[src/rtl/mips_cpu_div_unit.sv]
// mips_cpu_div_unit: multi-cycle radix-2 restoring divider for DIV/DIVU.
// Divides operand magnitudes over 32 iterations, then applies a sign-fix cycle.
// Quotient goes to LO, remainder to HI.
// Optional build macro MIPS_DIV_ZERO_SHORTCUT_EN: a zero divisor skips the iterations
// and returns Q=all-ones, R=raw dividend with no sign fix.
module mips_cpu_div_unit #(
   parameter int unsigned WIDTH = 32
) (
   input  logic             i_clk,
   input  logic             i_reset,      // asynchronous, active-low
   input  logic             i_start,
   input  logic             i_is_signed,
   input  logic [WIDTH-1:0] i_dividend,
   input  logic [WIDTH-1:0] i_divisor,
   output logic             o_busy,
   output logic             o_done,
   output logic [WIDTH-1:0] o_quotient,
   output logic [WIDTH-1:0] o_remainder
);

   localparam int unsigned CntW = $clog2(WIDTH);

   typedef enum logic [1:0] {StIdle, StCalc, StFix, StDone} state_t;

   state_t           r_state, w_state_next;
   logic [CntW-1:0]  r_cnt;
   logic [WIDTH-1:0] r_rem;      // partial remainder; always below the divisor
   logic [WIDTH-1:0] r_quo;      // dividend bits shift out as quotient bits shift in
   logic [WIDTH-1:0] r_dvs;
   logic             r_qneg, r_rneg;
   logic             r_busy, r_done;
   logic [WIDTH-1:0] r_q_out, r_r_out;

   logic             w_accept, w_div_zero, w_ge;
   logic [WIDTH-1:0] w_dvd_mag, w_dvs_mag;
   logic [WIDTH:0]   w_shift, w_diff;

   // Start is ignored outside IDLE and in the cycle done is reported.
   assign w_accept  = i_start && (r_state == StIdle) && !r_done;
   assign w_dvd_mag = (i_is_signed && i_dividend[WIDTH-1]) ? -i_dividend : i_dividend;
   assign w_dvs_mag = (i_is_signed && i_divisor[WIDTH-1])  ? -i_divisor  : i_divisor;

`ifdef MIPS_DIV_ZERO_SHORTCUT_EN
   assign w_div_zero = (i_divisor == '0);
`else
   assign w_div_zero = 1'b0;
`endif

   // 33-bit shifted remainder; the borrow bit of the trial subtraction decides the quotient bit.
   assign w_shift = {r_rem, r_quo[WIDTH-1]};
   assign w_diff  = w_shift - {1'b0, r_dvs};
   assign w_ge    = ~w_diff[WIDTH];

   // State register.
   always_ff @(posedge i_clk or negedge i_reset) begin
      if (!i_reset) r_state <= StIdle;
      else          r_state <= w_state_next;
   end

   // Next-state decode.
   always_comb begin
      w_state_next = r_state;
      unique case (r_state)
         StIdle: if (w_accept) w_state_next = w_div_zero ? StFix : StCalc;
         StCalc: if (r_cnt == CntW'(WIDTH - 1)) w_state_next = StFix;
         StFix:  w_state_next = StDone;
         StDone: w_state_next = StIdle;
         default: w_state_next = StIdle;
      endcase
   end

   // Datapath: operand capture, iteration, sign fix and registered status flags.
   always_ff @(posedge i_clk or negedge i_reset) begin
      if (!i_reset) begin
         r_cnt   <= '0;
         r_rem   <= '0;
         r_quo   <= '0;
         r_dvs   <= '0;
         r_qneg  <= 1'b0;
         r_rneg  <= 1'b0;
         r_busy  <= 1'b0;
         r_done  <= 1'b0;
         r_q_out <= '0;
         r_r_out <= '0;
      end else begin
         r_busy <= (r_state == StCalc) || (r_state == StFix);
         r_done <= (r_state == StDone);
         unique case (r_state)
            StIdle: begin
               if (w_accept) begin
                  r_cnt <= '0;
                  if (w_div_zero) begin
                     // Preload the final values so FIX passes them through unchanged.
                     r_rem  <= i_dividend;
                     r_quo  <= '1;
                     r_dvs  <= '0;
                     r_qneg <= 1'b0;
                     r_rneg <= 1'b0;
                  end else begin
                     r_rem  <= '0;
                     r_quo  <= w_dvd_mag;
                     r_dvs  <= w_dvs_mag;
                     r_qneg <= i_is_signed && (i_dividend[WIDTH-1] ^ i_divisor[WIDTH-1]);
                     r_rneg <= i_is_signed && i_dividend[WIDTH-1];
                  end
               end
            end
            StCalc: begin
               r_rem <= w_ge ? w_diff[WIDTH-1:0] : w_shift[WIDTH-1:0];
               r_quo <= {r_quo[WIDTH-2:0], w_ge};
               r_cnt <= r_cnt + CntW'(1);
            end
            StFix: begin
               r_q_out <= r_qneg ? -r_quo : r_quo;
               r_r_out <= r_rneg ? -r_rem : r_rem;
            end
            default: ;
         endcase
      end
   end

   assign o_busy      = r_busy;
   assign o_done      = r_done;
   assign o_quotient  = r_q_out;
   assign o_remainder = r_r_out;

endmodule

[config.mk]
export PLATFORM = sky130hd
export DESIGN_NAME = mips_cpu_div_unit
export DESIGN_NICKNAME = d
export VERILOG_FILES = /design/src/rtl/mips_cpu_div_unit.sv
export SDC_FILE = /design/constraint.sdc
export NUM_CORES = 1
export LEC_CHECK = 0
export BUFFER_PORTS_ARGS = -buffer_cell sky130_fd_sc_hd__buf_2
export CORE_ASPECT_RATIO = 1.4
export CORE_MARGIN = 4
export CORE_UTILIZATION = 35
export DETAILED_ROUTE_END_ITERATION = 6
export PLACE_DENSITY_LB_ADDON = 0.1
export SETUP_SLACK_MARGIN = 0.02
export SYNTH_ARGS = -nofsm -noshare
export SYNTH_HDL_FRONTEND = slang
export SYNTH_SLANG_ARGS = --single-unit
export TNS_END_PERCENT = 50
[constraint.sdc]
create_clock -name i_clk -period 4.3 [get_ports i_clk]
set_clock_uncertainty 0.15 [all_clocks]
set_input_delay 0.43 -clock i_clk [delete_from_list [all_inputs] [get_ports i_clk]]
set_output_delay 0.43 -clock i_clk [all_outputs]
set_load 0.01 [all_outputs]
Word-level counts from Yosys, hierarchy flattened
Index checks and enable logic that the tools add are counted.
Storage, ports and cells
  flip-flop bits (word level): 171
  input port bits: 68
  output and inout port bits: 66
  logic and storage cells: 51
Cells by class
  add/subtract/negate cells: 6
  equal/unequal tests: 6
  muxes and demuxes: 14
  bitwise operators: 2
  reduce and logical (&&, ||, !) cells: 12
Operators by type and width (count)
  32-bit two-way mux: 7
  32-bit negator: 4
  32-bit one-hot mux with 2 select lines: 2
  33-bit by 32-bit subtractor with 33-bit output: 1
  5-bit one-hot mux with 2 select lines: 1
  2-bit one-hot mux with 4 select lines: 1
  2-bit AND reduction: 3
  5-bit by 1-bit adder with 5-bit output (second input constant): 1
  5-bit == test (second input constant): 1
  1-bit logical AND: 5
  5-bit two-way mux: 1
  2-bit == test (second input constant): 2
  2-bit two-way mux: 2
  2-bit != test (second input constant): 2
  2-bit by 1-bit == test with 1-bit output (second input constant): 1
  2-bit zero test: 1
  2-bit nonzero test: 1
  1-bit zero test: 1
  1-bit logical OR: 1
  1-bit inverter: 1
  1-bit XOR: 1

Depth between registers and ports, before layout
Gate-level depths: netlist of the first run.
  depth after elaboration: 5
  depth in mapped cells: 13
  depth with buffers taken out: 12

Worst setup path after synthesis of the first run
No wires, ideal clock.
  kind: register to register
  from: reg r_quo[31]
  to: reg r_rem[13]
  library setup time: 133 ps
  arrival time: 2962 ps
  required time: 4017 ps
  setup slack: 1055 ps
  cell stages (with the launch flop): 13
  buffers on the path: 1
  period minus slack after synthesis: 3245 ps
  cells stage by stage: dfrtp_1 -> inv_1 -> ha_1 -> fa_1 -> nand2b_1 -> a21oi_1 -> o211ai_1 -> a31o_2 -> o31a_1 -> o211ai_1 -> buf_2 -> mux2i_1 -> o21ai_0
On the way
  cells in the longest elaborated chain, start to end: 3
RTL lines
  from (decl): line 28  | logic [WIDTH-1:0] r_quo;
  from (signal assigned): line 101  | r_quo <= w_dvd_mag;
  from (signal assigned): line 110  | r_quo <= {r_quo[WIDTH-2:0], w_ge};
  33-bit by 32-bit subtractor with 33-bit output: line 51  | assign w_diff = w_shift - {1'b0, r_dvs};
  32-bit two-way mux: line 109  | r_rem <= w_ge ? w_diff[WIDTH-1:0] : w_shift[WIDTH-1:0];
  32-bit one-hot mux with 2 select lines: line 88  | unique case (r_state)
  to (signal assigned): line 94  | r_rem <= i_dividend;
  to (signal assigned): line 109
  to (decl): line 27  | logic [WIDTH-1:0] r_rem;
Every way passes these cells.
A chain may end at the register's enable or synchronous reset.

Worst setup path after layout of the first run
  from: reg r_quo[31]
  to: reg r_rem[29]
The elaborated chain is that of the path after synthesis.

==> results of run 1 <==
## cell families (layout without fill, tap and decap cells)
logic type,count (synthesis),count (layout),synth area share (%)
buffers and inverters,120,229,4.06
multiplexers,26,26,2.37
AO/OA/AOI/OAI,402,402,21.7
adder cells (fa/ha/maj),43,43,4.89
flip-flops,171,171,38.4
AND/OR/NAND/NOR,419,419,17.4
XOR/XNOR,143,143,11.2
## power by group
part | switching (mW) | internal [mW] | total [mW]
combinational | 3.53 | 2.37 | 5.91
clock | 0.690 | 0.967 | 1.66
sequential | 0.768 | 2.37 | 3.14
## state kept, by name, indices dropped and copies added, names as in the netlist, 2 cells and up
name         count
o_remainder     32
r_rem           32
r_cnt            5
r_dvs           32
o_quotient      32
r_quo           32
r_state          2
## metal layers
layer	track usage [%]	wire, µm
met1	22.5	13800
met2	31.8	15300
met3	2.91	1050
met4	5.30	483
met5	0	0
## worst max-delay path, delay by kind of cell (launching register included)
kind	cells	cell delay, ns
buffers and inverters	2	0.52
flip-flops	1	0.34
adder cells (fa/ha/maj)	2	0.61
AO/OA/AOI/OAI	8	1.56
AND/OR/NAND/NOR	1	0.20
## per-stage QoR
step	util, %	instances	hold slack [ns]
after floorplan	-	1324	-0.0156
after global placement	38.7	1796	0.311
after detailed placement	38.7	1796	0.322
after CTS	40.6	1828	0.117
after global routing	40.6	1828	0.147
final	40.6	1828	0.139
## cell type report
| type | instances | share of cell area [%] |
|---|---|---|
| inverter | 52 | 1.52 |
| clock inverter | 12 | 1.35 |
| tap | 395 | 3.86 |
| sequential | 171 | 33.4 |
| clock buffer | 19 | 3.38 |
| timing repair buffer | 146 | 6.22 |
| multi-input combinational | 1033 | 50.2 |
## Yosys cell counts, types with 4 or more instances
library cell | instances | area (µm²)
dfrtp_1 | 171 | 4280
nand2_1 | 159 | 597
o21ai_0 | 145 | 726
a21oi_1 | 136 | 681
nor2_1 | 128 | 480
xor2_1 | 98 | 858
clkbuf_1 | 63 | 236
inv_1 | 52 | 195
xnor2_1 | 45 | 394
ha_1 | 42 | 526
mux2i_1 | 23 | 230
nand3_1 | 21 | 105
o31ai_1 | 20 | 150
o41ai_1 | 17 | 149
nor3_1 | 15 | 75.1
nand2b_1 | 13 | 81.3
or4_1 | 13 | 97.6
and3_1 | 11 | 68.8
nor4_1 | 11 | 68.8
a21o_1 | 10 | 75.1
a32oi_1 | 10 | 87.6
or3_1 | 9 | 56.3
a31oi_1 | 7 | 43.8
and2_1 | 7 | 43.8
o211ai_1 | 7 | 52.6
a221o_1 | 6 | 60.1
nor2b_1 | 6 | 37.5
o22ai_1 | 5 | 31.3
a22o_1 | 4 | 35.0
nand4_1 | 4 | 25.0
or2_2 | 4 | 25.0
## timing repair
item,CTS,global route
hold buffers,1,0
endpoints found under the hold margin,73,0
endpoints found under the setup margin,0,0
## worst max path at each step
stage	to	slack, ns	depth (start not counted)
finish	r_rem[29]	0.76	13
global route	r_rem[29]	0.42	13
CTS	r_rem[29]	0.76	13
detailed placement	r_rem[29]	0.79	13
global placement	r_rem[29]	0.85	13
floorplan	r_rem[13]	1.05	12
==> metrics.yaml, run 1 <==
setup_path:
  r2r_start: "r_quo[31]"
  end_kind: "flop"
  slowest_delay_ns: 0.44
  worst_path_most_repeated_cell: "o211ai_1"
  crit_required_ns: 4.44
  worstPathCellList: "inv_1 > ha_1 > fa_1 > nand2b_1 > a21oi_1 > o211ai_1 > a31o_2 > o31a_1 > o211ai_1 > buf_4 > o211ai_1 > o22ai_1 > o21ai_0"
  cp-startpoint: "r_quo[31]"
  rrSetupSlack_ns: 0.76
  rr_endpoint: "r_rem[29]"
  worst_setup_path_start_kind: "flop"
  critical_path_class: "flop to flop"
  critPathMaxFanout: 33
  slowest_stage: "buf_4"
  arrival_ns: 3.69
  r2r_cells: 13
place:
  port_buffers: 133
  dp_slack_ns: 0.792
  dp_hpwl_mm: 23.1
  place_area_mm2: 0.0122
  gp_congestion: 0.862
synth:
  yosys_warnings: 0
  yosysUniqueCellTypes: 69
  async_flop_share_pct: 100
  ys_seq_area_share_pct: 38.4
  avgSynthCellArea_um2: 8.42
  syn-num-nets: 1435
  synth-edff-count: 0
  syn-cell-area_mm2: 0.0111
  synth-seq-cells: 171
  ys_dominant_reg_cell: "dfrtp_1"
  syn_inst: 1324
hold_path:
  min_to: "r_dvs[21]"
  hp-class: "input pin to flop"
  hold_depth: 3
  hold_start: "i_divisor[21]"
floorplan:
  core_region_area_mm2: 0.0315
  io_pins: 134
  die_h_um: 219
  start_util_pct: 35.4
  num_rows: 77
  dieArea_mm2: 0.0348
  die_w_um: 159
sta:
  finalMaxSlewViolations: 0
  fin_ws_ns: 0.758
  grt_setup_unrepaired: "false"
  setup_violations: 0
  worst_pin_slew_ns: 1.19
  max_freq_mhz: 282
  period_minus_slack_ns: 3.54
  fin_crit_sh_pct: 82.4
  slew_headroom_pct: 20.9
  finalHoldViolCount: 0
  finalSetupTns_ns: 0
clock_tree:
  cts_tree: "yes"
  cts-buffers-inserted: 17
  root_buffer: "clkbuf_16"
  ctsResizeCount: 0
  cts_setup_buffers: 0
  clock_path_buffers: 2
  clk_pin_slew_ns: 0.07
  worstSkewPairLatency_ns: 0.45
  cts_htree_levels: 4
  cts.sinks: 171
drt:
  wl_mm: 30.7
  first_pass_iters: 5
  wl_per_cell_um: 16.8
  drt_iter0_markers: 511
  route.vias.total: 9637
  drt.antenna.violating_nets: 0
  vias_per_cell: 5.27
  drc: 0
grt:
  grt_start_max_net_pins: 81
  grt_pass1_vias: 9516
  antenna_found_initial: 0
  grt_pass1_wl_mm: 50.6
  track_usage_pct: 17.9
  globalRouteOverflowTotal: 0
power:
  peakVddDrop_mv: 0.296
  total_leakage_power_nw: 5.66
  powerDensity_mw_per_mm2: 836
  power_mw: 10.7
final_layout:
  design_area_mm2: 0.0128
  nNetsFinal: 1532
  antenna_cells: 0
  multi_input_area_mm2: 0.00643
  seq_area_mm2: 0.00428
  mostFrequentLayoutCells: "dfrtp_1, nand2_1, o21ai_0"
  drive_gt1_share_pct: 13.7
  final_common_cell: "dfrtp_1"
  n_fill_cell: 3267
  syn_to_final_growth_pct: 14.9
run_status:
  outcome: "complete, no violations"
run:
  maxCapViolations: 0
Note: power is estimated with default switching activity, not from simulation.
==> inputs of run 2 (changes only) <==
- ABC_AREA: default -> 1
- clock period: 4.3 -> 3.34 ns (I/O delays scaled with it)
==> run 2 against run 1 <==
Sequential power increased by 25%. Die area increased by 19%. Core utilization decreased by 0.37 points. Non-clock buffer count increased by 13. Clock power increased by 28%. Synthesized area increased by 20%. Hold slack got worse by 0.093 ns. Worst setup slack got worse by 0.25 ns. Via count increased by 35%. Sequential cell count unchanged. Clock-buffer cell count increased by 3. Fmax increased by 25%. Largest power group unchanged. Highest routed layer unchanged.
==> metrics.yaml, run 2 <==
run_status:
  outcome: "complete, no violations"
clock_tree:
  cts_setup_buffers: 0  # unchanged
  cts.sinks: 171  # unchanged
  worstSkewPairLatency_ns: 0.45  # about the same
  hold_buffers: 1  # unchanged
  clock_path_buffers: 2  # unchanged
  cts_tree: "yes"
  root_buffer: "clkbuf_16"
  cts_htree_levels: 4  # unchanged
  ctsResizeCount: 0  # unchanged
  cts-buffers-inserted: 17  # unchanged
  clk_pin_slew_ns: 0.06  # about the same
synth:
  synth-edff-count: 0  # unchanged
  async_flop_share_pct: 100  # unchanged
  synthTopCellsByCount: "nand2_1, inv_1, nor2_1"
  synth-seq-cells: 171  # unchanged
  yosys-top-cells-area: "dfrtp_1, nand2_1, inv_1"
  syn-cell-area_mm2: 0.0134  # +20%
  yosysTopAreaCell: "dfrtp_1"
  yosys_warnings: 0  # unchanged
  syn_inst: 2025  # +53%
  avgSynthCellArea_um2: 6.62  # -21%
  yosysUniqueCellTypes: 50  # -28%
  synth.top_cell.area_share_pct: 31.9  # -6.5 points
  syn-num-nets: 2136  # +49%
  ys_dominant_reg_cell: "dfrtp_1"
  yosysMostFrequentCell: "nand2_1"
  ys_seq_area_share_pct: 31.9  # -6.5 points
hold_path:
  hp-class: "input pin to flop"
place:
  dp_hpwl_mm: 38.0  # +65%
  port_buffers: 133  # unchanged
  gp_congestion: 0.912  # +5.9%
setup_path:
  crit_required_ns: 3.53  # -0.91 ns
  worst_setup_path_start_kind: "flop"
  worstPathCellList: "inv_1 > ha_1 > fa_1 > inv_1 > nand2_1 > nand2_1 > nand3_1 > nand2_2 > nand2_4 > nand2_4 > nand2_8 > nand2_4 > nand2_4 > nand2_4 > nand2_1 > nand3_1 > nand2_1"
  slowest_stage: "fa_1"
  worst_path_most_repeated_cell: "nand2_4"
  end_kind: "flop"
  critical_path_class: "flop to flop"
  critPathMaxFanout: 16  # -52%
  arrival_ns: 3.02  # -0.67 ns
  slowest_delay_ns: 0.43  # about the same
floorplan:
  io_pins: 134  # unchanged
  core_region_area_mm2: 0.0377  # +20%
  die_h_um: 240  # +9.3%
  num_rows: 84  # +9.1%
  dieArea_mm2: 0.0415  # +19%
  die_w_um: 173  # +9.2%
  start_util_pct: 35.5  # +0.13 points
final_layout:
  final_common_cell: "nand2_1"
  seq_area_mm2: 0.00428  # unchanged
  antenna_cells: 0  # unchanged
  syn_to_final_growth_pct: 13.4
  multi_input_area_mm2: 0.00778  # +21%
  mostFrequentLayoutCells: "nand2_1, inv_1, nor2_1"
  drive_gt1_share_pct: 13.8  # about the same
  nNetsFinal: 2251  # +47%
  n_fill_cell: 4095  # +25%
drt:
  route.vias.total: 13100  # +35%
  wl_mm: 46.9  # +53%
  vias_per_cell: 4.97  # -5.7%
  wl_per_cell_um: 17.9  # +6.6%
  drt_iter0_markers: 698  # +37%
  first_pass_iters: 7  # +2
  drt.antenna.violating_nets: 0  # unchanged
  drc: 0  # unchanged
power:
  powerDensity_mw_per_mm2: 1140  # +36%
  peakVddDrop_mv: 0.341  # +15%
  total_leakage_power_nw: 8.17  # +44%
  power_mw: 17.3  # +62%
sta:
  grt_setup_unrepaired: "false"
  finalMaxSlewViolations: 0  # unchanged
  setup_violations: 0  # unchanged
  period_minus_slack_ns: 2.83  # -0.710 ns
  finalHoldViolCount: 0  # unchanged
  worst_pin_slew_ns: 0.732  # -0.454 ns
  fin_crit_sh_pct: 84.8  # +2.4 points
  finalSetupTns_ns: 0  # unchanged
  max_freq_mhz: 353  # +25%
  slew_headroom_pct: 51.2  # +30 points
run:
  maxCapViolations: 0  # unchanged
grt:
  antenna_found_initial: 0  # unchanged
  grt_pass1_wl_mm: 72.6  # +44%
  grt_start_max_net_pins: 84  # +3.7%
  globalRouteOverflowTotal: 0  # unchanged
  track_usage_pct: 22.5  # +4.6 points
  grt_pass1_vias: 13200  # +39%
-- run 2: per-layer routing --
metal	global-route usage [%]	share of wire (%)	vias to the layer above
li1	-	-	6683
met1	24.0	38	6069
met2	43.2	54	223
met3	3.02	3.4	76
met4	11.4	5.0	0
met5	0	0	-
-- run 2: layout make-up --
class | count | share of cell area, %
clock inverters | 8 | 0.881
clock buffers | 22 | 3.19
inverters | 276 | 6.82
repair buffers | 159 | 5.89
multi-input cells | 1515 | 51.2
well taps | 473 | 3.89
flip-flops and latches | 171 | 28.2
-- run 2: kinds of logic (layout without fill, tap and decap cells) --
family	Yosys count	count (layout)	share of synthesized area (%)
flops	171	171	31.9
buf+inv	339	465	10.1
xor+xnor	71	71	4.64
fa+ha+maj	43	43	4.07
compound gates	274	274	11.5
simple gates	1127	1127	37.7
-- run 2: stage by stage --
step	cells	area [µm²]	utilization (%)	hold slack, ns	worst slack, ns
2_1_floorplan	2025	13400	-	-0.112	0.940
3_3_place_gp	2593	14600	38.6	0.283	0.508
3_5_place_dp	2593	14600	38.6	0.275	0.483
4_1_cts	2624	15200	40.3	0.0237	0.477
5_1_grt	2624	15200	40.3	0.0470	0.316
6_report	2624	15200	40.3	0.0452	0.508
-- run 2: where the power goes --
part	internal, mW	switching [mW]	leakage, nW
registers	3.06	0.864	2.14
clock network	1.26	0.869	0.303
logic	3.60	7.66	5.73
-- run 2: worst paths after layout --
check | slack [ns] | to | cells past startpoint | from
min reg2reg | 0.33 | o_remainder[15] | 2 | o_remainder[15]
max reg2reg | 0.51 | r_rem[20] | 17 | r_quo[31]
min | 0.05 | r_dvs[28] | 4 | i_divisor[28]
max in group asynchronous | 1.90 | r_rem[4] | 3 | i_reset
max | 0.51 | r_rem[20] | 17 | r_quo[31]
min in group asynchronous | 0.35 | r_quo[28] | 2 | i_reset
-- run 2: worst max-delay path: cells and delay by family, from the launching register on --
kind | cells | cell delay (ns)
simple gates | 13 | 1.30
flops | 1 | 0.36
buf+inv | 2 | 0.22
fa+ha+maj | 2 | 0.67
